[src/rtl/wb_pkg.sv]
// Shared types for the write-back stage.
// LSU operation encoding seen by WB.
package wb_pkg;

  typedef enum logic {
    LSU_OP_LD = 1'b0,
    LSU_OP_ST = 1'b1
  } lsu_op_e;

endpackage

[src/rtl/wb_stage.sv]
// Write-back stage: commits results, waits on LSU responses,
// reports LSU faults and counts retired instructions.
module wb_stage
  import wb_pkg::*;
#(
  parameter int unsigned TAG_WIDTH      = 3,
  parameter int unsigned TIMEOUT_CYCLES = 255
) (
  input  logic                 clk,
  input  logic                 reset,
  input  logic                 rd_wr_en_wb,
  input  logic [TAG_WIDTH-1:0] rd_wr_tag_wb,
  input  logic [4:0]           rd_wr_addr_wb,
  input  logic [31:0]          rd_wr_data_wb,
  input  logic                 lsu_en_wb,
  input  lsu_op_e              lsu_op_wb,
  input  logic [31:0]          lsu_rdata_wb,
  input  logic                 lsu_valid_wb,
  input  logic                 lsu_err_wb,
  input  logic                 exc_taken_wb,
  input  logic [31:0]          pc_wb,
  input  logic                 iretire_wb,
  output logic                 ready_wb,
  output logic                 rf_we,
  output logic [4:0]           rf_waddr,
  output logic [31:0]          rf_wdata,
  output logic                 forward_wb_en,
  output logic [TAG_WIDTH-1:0] forward_wb_tag,
  output logic [4:0]           forward_wb_addr,
  output logic [31:0]          forward_wb_wdata,
  output logic                 clr_dirty_wb_en,
  output logic [4:0]           clr_dirty_wb_addr,
  output logic                 lsu_exc_o,
  output logic [3:0]           lsu_exc_cause,
  output logic [31:0]          lsu_exc_pc,
  output logic                 retire_o,
  output logic [63:0]          minstret
);

  typedef enum logic {
    S_IDLE = 1'b0,
    S_WAIT = 1'b1
  } state_e;

  // Counter only needs to reach TIMEOUT_CYCLES-1.
  localparam int unsigned CW =
    (TIMEOUT_CYCLES > 1) ? $clog2(TIMEOUT_CYCLES) : 1;
  localparam logic [CW-1:0] TMO_LAST = CW'(TIMEOUT_CYCLES - 1);
  localparam bit TMO_ON = (TIMEOUT_CYCLES != 0);

  state_e        state_q, state_d;
  logic          pend_ret_q, pend_ret_d;
  logic [CW-1:0] tmo_cnt_q, tmo_cnt_d;
  logic [63:0]   minstret_q, minstret_d;

  logic need_wait;
  logic tmo_hit;
  logic complete;
  logic ret_src;
  logic fault;
  logic is_ld;
  logic [31:0] wdata;

  assign minstret = minstret_q;

  // Next state, completion decode and all stage outputs.
  always_comb begin
    state_d    = state_q;
    pend_ret_d = pend_ret_q;
    tmo_cnt_d  = tmo_cnt_q;
    ready_wb   = 1'b1;
    complete   = 1'b0;
    ret_src    = 1'b0;
    fault      = 1'b0;
    rf_we          = 1'b0;
    rf_waddr       = '0;
    rf_wdata       = '0;
    lsu_exc_o      = 1'b0;
    lsu_exc_cause  = '0;
    lsu_exc_pc     = '0;
    retire_o       = 1'b0;

    need_wait = lsu_en_wb & ~exc_taken_wb;
    is_ld     = lsu_en_wb & (lsu_op_wb == LSU_OP_LD);
    wdata     = is_ld ? lsu_rdata_wb : rd_wr_data_wb;
    tmo_hit   = TMO_ON & (state_q == S_WAIT) &
                (tmo_cnt_q == TMO_LAST);

    unique case (state_q)
      S_IDLE: begin
        if (need_wait & ~lsu_valid_wb) begin
          state_d    = S_WAIT;
          ready_wb   = 1'b0;
          pend_ret_d = iretire_wb;
          tmo_cnt_d  = '0;
        end else begin
          complete = 1'b1;
          ret_src  = iretire_wb;
        end
      end
      S_WAIT: begin
        if (lsu_valid_wb | tmo_hit) begin
          complete = 1'b1;
          ret_src  = pend_ret_q;
          state_d  = S_IDLE;
        end else begin
          ready_wb  = 1'b0;
          tmo_cnt_d = tmo_cnt_q + 1'b1;
        end
      end
      default: state_d = S_IDLE;
    endcase

    if (complete) begin
      fault = (need_wait & lsu_valid_wb & lsu_err_wb) | tmo_hit;
      rf_we = rd_wr_en_wb & ~exc_taken_wb & ~fault;
      if (rf_we) begin
        rf_waddr = rd_wr_addr_wb;
        rf_wdata = wdata;
      end
      if (fault) begin
        lsu_exc_o     = 1'b1;
        lsu_exc_cause = is_ld ? 4'd5 : 4'd7;
        lsu_exc_pc    = pc_wb;
      end
      retire_o = ret_src & ~fault & ~exc_taken_wb;
    end

    // Outputs sit at their idle values while reset is held.
    if (reset) begin
      ready_wb      = 1'b1;
      rf_we         = 1'b0;
      rf_waddr      = '0;
      rf_wdata      = '0;
      lsu_exc_o     = 1'b0;
      lsu_exc_cause = '0;
      lsu_exc_pc    = '0;
      retire_o      = 1'b0;
    end

    forward_wb_en     = rf_we;
    forward_wb_tag    = rf_we ? rd_wr_tag_wb : '0;
    forward_wb_addr   = rf_waddr;
    forward_wb_wdata  = rf_wdata;
    clr_dirty_wb_en   = rf_we;
    clr_dirty_wb_addr = rf_waddr;

    minstret_d = minstret_q + 64'(retire_o);
  end

  // State, pending-retire flag, watchdog and retire counter.
  always_ff @(posedge clk or posedge reset) begin
    if (reset) begin
      state_q    <= S_IDLE;
      pend_ret_q <= 1'b0;
      tmo_cnt_q  <= '0;
      minstret_q <= '0;
    end else begin
      state_q    <= state_d;
      pend_ret_q <= pend_ret_d;
      tmo_cnt_q  <= tmo_cnt_d;
      minstret_q <= minstret_d;
    end
  end

endmodule

[config.mk]
export PLATFORM = sky130hd
export DESIGN_NAME = wb_stage
export DESIGN_NICKNAME = d
export VERILOG_FILES = /design/src/rtl/wb_pkg.sv /design/src/rtl/wb_stage.sv
export SDC_FILE = /design/constraint.sdc
export NUM_CORES = 1
export LEC_CHECK = 0
export BUFFER_PORTS_ARGS = -buffer_cell sky130_fd_sc_hd__buf_2
export CAP_MARGIN = 15
export CORE_AREA = 2 2 117 119
export CTS_CLUSTER_DIAMETER = 200
export DETAILED_ROUTE_END_ITERATION = 8
export DIE_AREA = 0 0 119 121
export GPL_ROUTABILITY_DRIVEN = 0
export PLACE_DENSITY = 0.69
export SYNTH_ARGS = -nofsm -noshare
export SYNTH_HDL_FRONTEND = slang
export SYNTH_SLANG_ARGS = --single-unit
[constraint.sdc]
create_clock -name clk -period 3.4 [get_ports clk]
set_input_delay 0.34 -clock clk [delete_from_list [all_inputs] [get_ports clk]]
set_output_delay 0.34 -clock clk [all_outputs]
set_load 0.05 [all_outputs]
== Yosys cells after proc, flatten, opt, wreduce, memory -nomap -nowiden ==
Index checks and enable logic that the tools add are counted.

* Register bits: 74
* Input bits: 113
* Logic and storage cells: 63

* Add/sub/neg operators: 2
* Eq/ne operators: 3
* Muxes and demuxes: 35
* Bitwise operators: 17
* Reduce and logical (&&, ||, !) cells: 2

{| class="wikitable"
|+ Operators by type and width
! kind !! number
|-
| $mux W32 || 7
|-
| $add A64 B1 Y64 || 1
|-
| $mux W8 || 2
|-
| $pmux W8 S2 || 1
|-
| $mux W5 || 3
|-
| $mux W1 || 14
|-
| $and A1 B1 Y1 || 10
|-
| $mux W3 || 3
|-
| $add A8 B1 Y8 const B || 1
|-
| $eq A8 B8 Y1 const B || 1
|-
| $pmux W1 S2 || 3
|-
| $not A1 Y1 || 5
|-
| $mux W4 || 1
|-
| $ne A2 B2 Y1 const B || 2
|-
| $reduce_and A2 Y1 || 2
|-
| $mux W2 || 1
|-
| $or A1 B1 Y1 || 2
|}

== Depth between registers and ports, before layout ==
* Depth in word-level cells: 11
* Mapped depth: 13
* Depth with buffers taken out: 11

== Worst setup path after synthesis ==
No wires, ideal clock.

* Path kind: reg-to-reg
* Start point: register tmo_cnt_q[0]
* End point: register minstret_q[53] (netlist: minstret[53])
* Library setup time: 0.142 ns
* Data arrival time: 3.060 ns
* Slack: 0.198 ns
* Cell stages (with the launch flop): 14
* Path buffers: 2
* Path through: dfrtp_1 inv_1 ha_1 nand3_1 or3_1 clkbuf_1 and3_1 ha_1 nand4_1 nor4_1 and4_1 clkbuf_1 nand4_1 xnor2_1

* Cells in the longest elaborated chain, start to end: 10

{| class="wikitable"
|+ RTL lines
! element !! RTL line !! RTL
|-
| from (decl) || wb_stage.sv:53 || <nowiki>logic [CW-1:0] tmo_cnt_q, tmo_cnt_d;</nowiki>
|-
| from (signal assigned) || wb_stage.sv:161 || <nowiki>tmo_cnt_q <= tmo_cnt_d;</nowiki>
|-
| $eq A8 B8 Y1 * || wb_stage.sv:87 || <nowiki>(tmo_cnt_q == TMO_LAST);</nowiki>
|-
| $and A1 B1 Y1 * || wb_stage.sv:86 || <nowiki>tmo_hit = TMO_ON & (state_q == S_WAIT) &</nowiki>
|-
| $or A1 B1 Y1 || wb_stage.sv:102 || <nowiki>if (lsu_valid_wb | tmo_hit) begin</nowiki>
|-
| $mux W1 || wb_stage.sv:102 ||
|-
| $pmux W1 S2 || wb_stage.sv:89 || <nowiki>unique case (state_q)</nowiki>
|-
| $and A1 B1 Y1 (2 in series) || wb_stage.sv:126 || <nowiki>retire_o = ret_src & ~fault & ~exc_taken_wb;</nowiki>
|-
| $mux W1 * || wb_stage.sv:114 || <nowiki>if (complete) begin</nowiki>
|-
| $mux W1 * || wb_stage.sv:130 || <nowiki>if (reset) begin</nowiki>
|-
| named net retire_o || wb_stage.sv:36 || <nowiki>output logic retire_o,</nowiki>
|-
| $add A64 B1 Y64 * || wb_stage.sv:148 || <nowiki>minstret_d = minstret_q + 64'(retire_o);</nowiki>
|-
| named net minstret_d[53] || wb_stage.sv:54 || <nowiki>logic [63:0] minstret_q, minstret_d;</nowiki>
|-
| to (signal assigned) || wb_stage.sv:162 || <nowiki>minstret_q <= minstret_d;</nowiki>
|-
| to (decl) || wb_stage.sv:54 ||
|}

Mark *: on every way through the listed nets, which the timed path passes. The rest lies on a longest branch.
A chain may end at the register's enable or synchronous reset.

== Final worst setup path ==
* Start point: register tmo_cnt_q[0]
* End point: register minstret_q[58] (netlist: minstret[58])

* Cells in the longest elaborated chain, start to end: 10

{| class="wikitable"
|+ RTL lines
! element !! RTL line
|-
| $eq A8 B8 Y1 * || wb_stage.sv:87
|-
| $and A1 B1 Y1 * || wb_stage.sv:86
|-
| $or A1 B1 Y1 || wb_stage.sv:102
|-
| $mux W1 || wb_stage.sv:102
|-
| $pmux W1 S2 || wb_stage.sv:89
|-
| $and A1 B1 Y1 (2 in series) || wb_stage.sv:126
|-
| $mux W1 * || wb_stage.sv:114
|-
| $mux W1 * || wb_stage.sv:130
|-
| $add A64 B1 Y64 * || wb_stage.sv:148
|-
| named net minstret_d[58] || wb_stage.sv:54
|}

Marked as above.

==> flow_summary.toml <==
[logic_synthesis]
synthFlopType = "dfrtp_1"
syn-cell-area_sq_mm = 0.004599
avgSynthCellArea_sq_um = 8.711
syn_nets = 645
synthCells = 528
ys_ff_latch = 74
ys.warnings.count = 0
synthArstFlopShare = 1.000
yosysSeqAreaShare = 0.4026
ys_types = 32
synth_edf_count = 0

[clocking]
cts_max_level = 3
cts-root-buf = "clkbuf_16"
clk_latency_ps = 320
clock-sinks = 74
postCtsSetupBuffers = 0
cts_tree = "yes"
cts_buffer_depth = 2
cts.clk_slew.worst_paths_ps = 60
cts_resized = 0
hold_buffers = 0
numCtsBuffers = 9

[detailed_routing]
drt_iter0_drc = 260
drtPass1Iterations = 8
wire_per_inst_um = 17.46
drc = 0
dr_total_vias = 4607
vias_per_cell = 4.794
routed_wl_um = 16780
drt.antenna.violating_nets = 0

[worst_setup_path]
required_ps = 3600
worst-path-buf-inv = 2
path_cells = "inv_1 > ha_1 > nand3_1 > or3_1 > and3_1 > ha_1 > ha_1 > nand2_1 > nor4_4 > buf_4 > nand4_1 > xnor2_1"
cp-start-kind = "flip-flop"
critical-path-top-delay-family = "simple AND/OR/NAND/NOR gates"
slowest_stage = "dfrtp_1"
arrival_ps = 2980
worstPathMaxFanout = 19
critPathMaxStageDelay_ps = 400
end_kind = "flip-flop"
reg2regPathDepth = 12
critPathKind = "reg2reg"
cp_common_cell = "ha_1"
critical_path_cell_count = 12

[place]
dpl_worst_slack_ps = 620.1
placed_area_sq_mm = 0.005936
io_buffers = 299
hpwl_um = 13590

[sta]
fin_worst_skew_ps = 5.364
maxSlewViolCount = 0
fmax_ghz = 0.3601
fin_crit_ps = 2777
maxSlewHeadroom = 0.3847
final_hold_viol_count = 0
period_share = 0.8168
setup_viol = 0
finalWorstSetupSlack_ps = 623.0
rsz0062_at_grt = "no"
fin_tns_setup_ps = 0
worst-slew-pin-transition_ps = 923.0

[layout]
nets = 895
fin_area_sq_mm = 0.006261
areaGrowthSynthToFinish_pct = 36.13
drive_gt1_frac = 0.4202

[power]
p_leak_uw = 0.003524
powerDensity_mw_per_mm2 = 387.8
p_int_uw = 1701
ir_drop_uv = 304.6
p_sw_uw = 726.6
power.share.combinational = 0.184
share_seq_of_total_power = 0.397
switching_share = 0.2993
clkPwrFrac = 0.419

[grt]
grt-busiest-layer = "met1"
antenna_found_initial = 2
grt_pass1_wl_um = 24250
grt.total_usage = 0.2215
grt_remaining_overflow = 0
grt_use_met1 = 0.3029
met2_usage = 0.2996
grt_pass1_vias = 4151
grt_max_degree = 75
use_met3 = 0.1259

[run]
drv_cap = 0

[min_path]
hp-class = "in2reg"
min_path_cells = 2

[floorplan]
num_rows = 42
ios = 301
die_height_um = 121
core-area_sq_mm = 0.01309
die_area_sq_mm = 0.01440
die_x_um = 119
initial_core_util = 0.3515

[status]
outcome = "finished clean"
[routing by layer]
layer	up-vias	wire length, um	part of all wire
li1	2241	-	-
met1	2136	7257	0.43
met2	221	7097	0.42
met3	9	2260	0.13
met4	0	166	0.0099
met5	-	0	0
[logic make-up after synthesis]
family | count (synthesis) | share of synthesized area
AO/OA/AOI/OAI | 42 | 0.04706
XOR/XNOR | 65 | 0.1238
adder cells (fa/ha/maj) | 4 | 0.01088
buffers and inverters | 74 | 0.1020
flip-flops | 74 | 0.4026
multiplexers | 3 | 0.007073
other | 1 | 0.0008153
AND/OR/NAND/NOR | 265 | 0.3058
[cells in the final DEF, fill, tap and decap left out, types with 3 or more instances in the layout]
cell type and count:
buf_2 299, nand2_1 92, dfrtp_1 74, xnor2_1 49, and2_1 47, a21oi_1 35
nand4_1 32, nand3_1 25, nor2_1 20, xor2_1 16, and4_1 12, and3_1 11
clkbuf_16 9, buf_4 8, or3_1 5, inv_1 5, nor3_1 5, nand4b_1 4
ha_1 4, o21ai_0 3, nor4_1 3
[metrics by stage]
stage	util	power (uW)	hold WS, ps	cells
final	0.4785	2428	275.1	961
after floorplan	-	1274	475.0	528
after global routing	0.4783	2531	269.0	960
after detailed placement	0.4536	1427	470.5	943
after CTS	0.4781	2458	259.0	959
after global placement	0.4536	1426	462.5	943
[state kept, by name, summed over array words and instances (netlist names)]
register / cells
minstret: 64
pend_ret_q: 1
state_q: 1
tmo_cnt_q: 8
[final cells by class]
cell class	instances	area, sq um
clock buffer	11	242.7
fill	1270	6824
multi-input combinational	380	2285
clock inverter	5	77.57
antenna	2	5.005
tap	176	220.2
timing repair buffer	307	1556
inverter	6	22.52
sequential	74	1852
[Yosys cell counts (3+ instances only)]
cell	count	area share
and2_1	47	0.064
buf_4	47	0.077
nand4_1	32	0.044
or3_1	5	0.0068
nor2_1	20	0.016
and4_1	12	0.023
dfrtp_1	74	0.40
ha_1	4	0.011
xnor2_1	49	0.093
nor3_1	5	0.0054
nand4b_1	4	0.0076
nor2b_1	3	0.0041
xor2_1	16	0.030
clkbuf_1	19	0.016
and3_1	11	0.015
nor4_1	3	0.0041
inv_1	6	0.0049
nand2_1	92	0.075
a21oi_1	36	0.039
nand3_1	25	0.027
o21ai_0	3	0.0033
[worst paths after layout]
path	start	to	slack [ps]
max	tmo_cnt_q[0]$_DFFE_PP0P_	minstret[58]$_DFF_PP0_	620
min	iretire_wb	pend_ret_q$_DFFE_PP0P_	280
max reg2reg	tmo_cnt_q[0]$_DFFE_PP0P_	minstret[58]$_DFF_PP0_	620
min reg2reg	minstret[63]$_DFF_PP0_	minstret[63]$_DFF_PP0_	470
max in group asynchronous	reset	minstret[63]$_DFF_PP0_	2450
min in group asynchronous	reset	tmo_cnt_q[0]$_DFFE_PP0P_	370
[power groups by stage]
| stage | clock network (uW) | registers [uW] | logic, uW |
|---|---|---|---|
| global route | 1080 | 973 | 479 |
| floorplan | 0 | 1050 | 223 |
| global placement | 0 | 976 | 450 |
| detailed placement | 0 | 978 | 449 |
| finish | 1020 | 964 | 448 |
| CTS | 1040 | 963 | 450 |
(Power assumes the default switching activity.)
